**src/rtl/spi_arbiter_if.sv**
```systemverilog
// spi_arbiter_if: requester-side byte/response bus of spi_arbiter
// req_valid/req_data0/req_data1/req_dc/req_end: byte offered by requester 0/1
// req_ready: byte accepted this cycle; rsp_valid/rsp_data: completed byte returned to its owner
interface spi_arbiter_if;
  logic [1:0] req_valid;
  logic [7:0] req_data0;
  logic [7:0] req_data1;
  logic [1:0] req_dc;
  logic [1:0] req_end;
  logic [1:0] req_ready;
  logic [1:0] rsp_valid;
  logic [7:0] rsp_data;
  modport master (
    output req_valid, req_data0, req_data1, req_dc, req_end,
    input  req_ready, rsp_valid, rsp_data
  );
  modport slave (
    input  req_valid, req_data0, req_data1, req_dc, req_end,
    output req_ready, rsp_valid, rsp_data
  );
endinterface

```
**src/rtl/spi_arbiter.sv**
```systemverilog
// spi_arbiter: shares one spi_ctrl byte engine between two requesters, one whole transaction per grant
// clk/rst: clock, sync active-high reset; bus: requester bytes in, ready and read-back responses out
// spi_start/spi_data/spi_dc/spi_end_txn: to spi_ctrl; spi_busy/spi_rdata: from spi_ctrl
// owner: current/last granted requester; locked: owner holds the controller until its end byte
module spi_arbiter #(
  parameter int ROUND_ROBIN = 1
) (
  input  logic         clk,
  input  logic         rst,
  spi_arbiter_if.slave bus,
  output logic         spi_start,
  output logic [7:0]   spi_data,
  output logic         spi_dc,
  output logic         spi_end_txn,
  input  logic         spi_busy,
  input  logic [7:0]   spi_rdata,
  output logic         owner,
  output logic         locked
);
  typedef enum logic [1:0] {IDLE, ISSUE, WAIT} state_t;
  state_t state;
  logic last, gnt, acc;
  // an open transaction pins the grant to its owner; a tie alternates away from the last winner
  always_comb begin
    gnt = locked ? owner : (&bus.req_valid ? (ROUND_ROBIN != 0 ? ~last : 1'b0) : bus.req_valid[1]);
    acc = state == IDLE && bus.req_valid[gnt];
  end
  assign bus.req_ready = acc ? {gnt, ~gnt} : 2'b00;
  always_ff @(posedge clk) begin
    if (rst) begin
      state         <= IDLE;
      last          <= 1'b1;
      owner         <= 1'b0;
      locked        <= 1'b0;
      spi_start     <= 1'b0;
      spi_data      <= 8'h00;
      spi_dc        <= 1'b0;
      spi_end_txn   <= 1'b0;
      bus.rsp_valid <= 2'b00;
      bus.rsp_data  <= 8'h00;
    end else begin
      spi_start     <= 1'b0;
      bus.rsp_valid <= 2'b00;
      case (state)
        IDLE: if (acc) begin
          spi_data    <= gnt ? bus.req_data1 : bus.req_data0;
          spi_dc      <= bus.req_dc[gnt];
          spi_end_txn <= bus.req_end[gnt];
          owner       <= gnt;
          last        <= gnt;
          // the lock drops as soon as the end byte is taken, not when it completes
          locked      <= ~bus.req_end[gnt];
          spi_start   <= 1'b1;
          state       <= ISSUE;
        end
        // spi_ctrl raises busy the cycle after start, so busy is only meaningful from WAIT on
        ISSUE: state <= WAIT;
        WAIT: if (!spi_busy) begin
          bus.rsp_data  <= spi_rdata;
          bus.rsp_valid <= {owner, ~owner};
          state         <= IDLE;
        end
        default: state <= IDLE;
      endcase
    end
  end
endmodule

```
**src/flat_wrapper.sv**
```systemverilog
// flat-port wrapper written by rule: the top's interface ports become plain ports
module spi_arbiter_flat 
#(
  parameter int ROUND_ROBIN = 1
)
  (clk, rst, spi_start, spi_data, spi_dc, spi_end_txn, spi_busy, spi_rdata, owner, locked, bus_req_valid, bus_req_data0, bus_req_data1, bus_req_dc, bus_req_end, bus_req_ready, bus_rsp_valid, bus_rsp_data);
  spi_arbiter_if bus_i ();
  input  logic clk;
  input  logic rst;
  output logic spi_start;
  output logic [7:0] spi_data;
  output logic spi_dc;
  output logic spi_end_txn;
  input  logic spi_busy;
  input  logic [7:0] spi_rdata;
  output logic owner;
  output logic locked;
  input wire logic [$bits(bus_i.req_valid)-1:0] bus_req_valid;
  input wire logic [$bits(bus_i.req_data0)-1:0] bus_req_data0;
  input wire logic [$bits(bus_i.req_data1)-1:0] bus_req_data1;
  input wire logic [$bits(bus_i.req_dc)-1:0] bus_req_dc;
  input wire logic [$bits(bus_i.req_end)-1:0] bus_req_end;
  output wire logic [$bits(bus_i.req_ready)-1:0] bus_req_ready;
  output wire logic [$bits(bus_i.rsp_valid)-1:0] bus_rsp_valid;
  output wire logic [$bits(bus_i.rsp_data)-1:0] bus_rsp_data;
  assign bus_i.req_valid = bus_req_valid;
  assign bus_i.req_data0 = bus_req_data0;
  assign bus_i.req_data1 = bus_req_data1;
  assign bus_i.req_dc = bus_req_dc;
  assign bus_i.req_end = bus_req_end;
  assign bus_req_ready = bus_i.req_ready;
  assign bus_rsp_valid = bus_i.rsp_valid;
  assign bus_rsp_data = bus_i.rsp_data;
  spi_arbiter #(.ROUND_ROBIN(ROUND_ROBIN)) u_core (.clk(clk), .rst(rst), .bus(bus_i), .spi_start(spi_start), .spi_data(spi_data), .spi_dc(spi_dc), .spi_end_txn(spi_end_txn), .spi_busy(spi_busy), .spi_rdata(spi_rdata), .owner(owner), .locked(locked));
endmodule
```
**config.mk**
```make
export PLATFORM = sky130hd
export DESIGN_NAME = spi_arbiter_flat
export DESIGN_NICKNAME = d
export VERILOG_FILES = /design/src/rtl/spi_arbiter_if.sv /design/src/rtl/spi_arbiter.sv /design/src/flat_wrapper.sv
export SDC_FILE = /design/constraint.sdc
export NUM_CORES = 1
export LEC_CHECK = 0
export ABC_CLOCK_PERIOD_IN_PS = 3500
export CAP_MARGIN = 25
export CORE_MARGIN = 3
export CORE_UTILIZATION = 40
export DETAILED_ROUTE_END_ITERATION = 8
export PLACE_DENSITY = 0.83
export SYNTH_ARGS = -nofsm -noshare
export SYNTH_HDL_FRONTEND = slang
export SYNTH_SLANG_ARGS = --single-unit
```
**constraint.sdc**
```tcl
create_clock -name clk -period 3.5 [get_ports clk]
set_input_delay 0.7 -clock clk [delete_from_list [all_inputs] [get_ports clk]]
set_output_delay 0.7 -clock clk [all_outputs]
set_load 0.02 [all_outputs]
```
==> Yosys cells after proc, flatten, opt, wreduce, memory -nomap -nowiden <==
Index checks and enable logic that the tools add are counted.
{ "totals": {"ff_bits": 26, "elab_cells": 44, "output_inout_bits": 25, "inputBits": 33} }
{ "op_classes": {"order_cmp": 1, "reduce_logical": 8, "eq_ne": 4, "bitwise": 7, "n_mux": 14} }
{ "op_table": {"columns": ["op", "n"], "rows": [
  ["$mux 1", 9],
  ["$mux 8", 1],
  ["$reduce_and 2->1", 4],
  ["$not 1->1", 7],
  ["$mux 2", 3],
  ["$pmux 2 s3", 1],
  ["$reduce_or 3->1", 1],
  ["$eq 2x1->1 const B", 1],
  ["$eq 2x2->1 const B", 1],
  ["$logic_not 2->1", 1],
  ["$lt 1x2->1 const B", 1],
  ["$ne 2x1->1 const B", 1],
  ["$ne 2x2->1 const B", 1],
  ["$reduce_or 2->1", 1],
  ["$logic_and 1x1->1", 1]
]} }

==> Depth between registers and ports, before layout <==
{ "logic_depth": {"word_depth": 8, "mapped_depth": 5} }

==> Worst setup path after synthesis <==
Ideal clock, no wire load.
{ "synth_path": {"path_kind": "input port to output port", "from": "input bus_req_valid[1]", "to": "output bus_req_ready[0]", "cell_stages": 4, "arrival_ns": 1.392, "required_time_ns": 2.800, "path_slack_ns": 1.408, "cell_sequence": "nor2b_2 a22oi_4 nand4_4 inv_1"} }
{ "synth_between": {"elab_chain_len": 7, "elab_cells_between_ends": 8, "classes_between": "mux: 5; bitwise: 1; reduce/logical: 2"} }
{ "synth_lines": {"columns": ["element", "line_no", "rtl"], "rows": [
  ["start, declared", "flat_wrapper.sv:18", "input wire logic [$bits(bus_i.req_valid)-1:0] bus_req_valid;"],
  ["$reduce_and 2->1", "spi_arbiter.sv:25", "gnt = locked ? owner : (&bus.req_valid ? (ROUND_ROBIN != 0 ? ~last : 1'b0) : bus.req_valid[1]);"],
  ["$mux 1 (2 in a row)", "spi_arbiter.sv:25", null],
  ["$mux 1 (implied by the code) (2 in a row)", "spi_arbiter.sv:26", "acc = state == IDLE && bus.req_valid[gnt];"],
  ["$logic_and 1x1->1", "spi_arbiter.sv:26", null],
  ["$mux 2 *", "spi_arbiter.sv:28", "assign bus.req_ready = acc ? {gnt, ~gnt} : 2'b00;"],
  ["end, declared", "flat_wrapper.sv:23", "output wire logic [$bits(bus_i.req_ready)-1:0] bus_req_ready;"]
]} }
Every way passes the cells marked *; elsewhere a longest branch is shown, timed or not. The select of a mux whose other input is x is not followed.

==> Worst setup path after layout <==
{ "layout_path": {"from": "input bus_req_valid[0]", "to": "output bus_req_ready[0]"} }
Same word-level chain as after synthesis.

==> impl_metrics.tcl <==
set metrics [dict create \
    fin_crit_sh_pct 92.4 \
    clk_pin_slew_ns 0.14 \
    drive_gt1_share_pct 9.15 \
    clock_skew_ns 0.00639 \
    rsz0062_at_grt "false" \
    setup_viol 0 \
    gp_congestion 0.802 \
    crit_chain "clkdlybuf4s50_1 > nand2_1 > a22oi_4 > nand4_4 > inv_1 > clkdlybuf4s50_1" \
    tns_ns 0 \
    clock_latency_ns 0.32 \
    netlist_top_cells_count "dfxtp_1 (26), nor2_1 (9), o221a_1 (9), o31a_1 (9), mux2i_1 (8)" \
    diodes 0 \
    clockBufferDepth 2 \
    cts_max_level 1 \
    fin_nets 188 \
    crit_path_end_kind "output pin" \
    dp_hpwl_um 2280 \
    dpl_cell_area_mm2 0.00169 \
    powerDensity_mw_per_mm2 423 \
    cts.sinks 26 \
    p_leak_nw 0.646 \
    synth_area_leaders "dfxtp_1 (47%), o221a_1 (9.2%), mux2i_1 (7.3%)" \
    hold_viol 0 \
    dr.pass1.iters 4 \
    crit_end "bus_req_ready[0]" \
    critPathMaxStageDelay_ns 0.60 \
    initial_core_util_pct 43.1 \
    die_w_um 58.3 \
    track_usage_pct 17.8 \
    grt_max_degree 16 \
    vias 990 \
    crit_path_start_kind "input port" \
    avgSynthCellArea_um2 11.4 \
    yosysTopAreaCell "dfxtp_1" \
    yosys_warnings 0 \
    critical_path_class "in2out" \
    postCtsSetupBuffers 0 \
    hold_buffers 0 \
    dp_slack_ns 0.271 \
    synth_top_flop_cell "dfxtp_1" \
    clock.fmax_ghz 0.309 \
    synth_edf_count 0 \
    avgRoutedWirePerCell_um 15.8 \
    path_common_cell "clkdlybuf4s50_1" \
    synth-async-reset-ratio_pct 0 \
    routed_wl_um 2900 \
    numPortBuffers 57 \
    drc 0 \
    die_height_um 58.3 \
    coreArea_mm2 0.00254 \
    r2r_slack_ns 1.89 \
    fin_crit_ns 3.23 \
    antenna_left 0 \
    cp.arrival_ns 2.53 \
    maxSlewHeadroom_pct 65.2 \
    root_buffer "clkbuf_4" \
    via_per_inst 5.41 \
    p_total_mw 0.723 \
    synthesis.area_mm2 0.00110 \
    r2r_start "u_core.locked$_SDFFE_PP0P_" \
    drtIter0Drc 10 \
    reg2reg_to "u_core.locked$_SDFFE_PP0P_" \
    die_area_mm2 0.00340 \
    peakVddDrop_v 0.000371 \
    synth_nets 129 \
    io-pin-count 58 \
    synth_seq_cells 26 \
    crit_slowest_cell "clkdlybuf4s50_1" \
    status "finished, final reports clean" \
    drv_cap 0 \
    ys_seq_area_share_pct 47.5 \
    area_growth_pct 56.1 \
    r2r_cells 5 \
    grt_antenna_before_repair 0 \
    synthCells 96 \
    cts_resized 0 \
    worst-slew-pin-transition_ns 0.520 \
    grt_pass1_vias 1012 \
    netlist-cell-type-count 32 \
    fin_ws_ns 0.266 \
    grt_pass1_wl_um 4700 \
    yosysMostFrequentCell "dfxtp_1" \
    grt-ovfl-total 0 \
    stdcell_area_mm2 0.00171 \
    cts_tree "built" \
    rows 18 \
    cp-startpoint "bus_req_valid[0]" \
    path_max_fanout 10 \
    cp.required_ns 2.80 \
    drv_slew 0 \
    yosys.area.top_type_share_pct 47.5 \
    hp-class "reg2reg" \
    cts_made_buffers 3 \
]
[flip-flops by register name (all words and copies together) (netlist names)]
register / flops
u_core.spi_end_txn: 1
u_core.state: 2
u_core.locked: 1
u_core.last: 1
u_core.spi_data: 8
u_core.spi_dc: 1
u_core.owner: 1
u_core.bus.rsp_valid: 2
u_core.spi_start: 1
u_core.bus.rsp_data: 8
[cell families after synthesis]
kind of cell,share of synthesized area (%)
AO/OA/AOI/OAI,22.1
buffers and inverters,3.54
flip-flops,47.5
multiplexers,9.36
AND/OR/NAND/NOR,17.5
[metrics by stage]
step / hold WS (ns) / instances / utilization, %
after CTS: 0.490 / 183 / 67.2
after floorplan: 0.435 / 96 / -
after detailed placement: 0.454 / 180 / 66.3
after global placement: 0.458 / 180 / 66.3
after global routing: 0.517 / 183 / 67.2
final: 0.503 / 183 / 67.2
[layer usage]
metal | vias up | wire [um] | GRT usage, %
li1 | 475 | - | -
met1 | 487 | 1200 | 22.6
met2 | 24 | 1590 | 31.1
met3 | 4 | 89 | 3.29
met4 | 0 | 13 | 3.97
met5 | - | 0 | 0
[layout by cell type, fill, tap and decap left out, drive strengths merged, types with 3 or more instances in the layout]
cell type / Yosys / routed
clkdlybuf4s50: 0 / 57
o221a: 9 / 9
dfxtp: 26 / 26
nand2: 3 / 3
o31a: 9 / 9
clkbuf: 2 / 3
mux2i: 8 / 8
nor2: 12 / 12
[worst min path at each step]
stage / end / cells after the start / slack [ns] / from
2_1_floorplan: u_core.last$_SDFFE_PP1P_ / 1 / 0.44 / u_core.last$_SDFFE_PP1P_
6_report: u_core.last$_SDFFE_PP1P_ / 1 / 0.50 / u_core.last$_SDFFE_PP1P_
3_5_place_dp: u_core.last$_SDFFE_PP1P_ / 1 / 0.45 / u_core.last$_SDFFE_PP1P_
5_1_grt: u_core.last$_SDFFE_PP1P_ / 1 / 0.52 / u_core.last$_SDFFE_PP1P_
3_3_place_gp: u_core.last$_SDFFE_PP1P_ / 1 / 0.46 / u_core.last$_SDFFE_PP1P_
4_1_cts: u_core.last$_SDFFE_PP1P_ / 1 / 0.49 / u_core.last$_SDFFE_PP1P_
[cell type report]
cell class / count / area [um2]
fill: 217 / 835
sequential: 26 / 520
multi-input combinational: 63 / 537
inverter: 2 / 7.51
clock buffer: 3 / 22.5
tap: 30 / 37.5
timing repair buffer: 59 / 586
[power breakdown]
group          internal [mW]  switching (mW)
Clock                 0.0403          0.0860
Sequential             0.327          0.0248
Combinational          0.127           0.117
Total                  0.495           0.228
[critical path, delay by kind of cell]
kind            cells  cell delay [ns]
compound gates      1             0.20
simple gates        2             0.33
buf+inv             3             1.30
(Power assumes the default switching activity.)
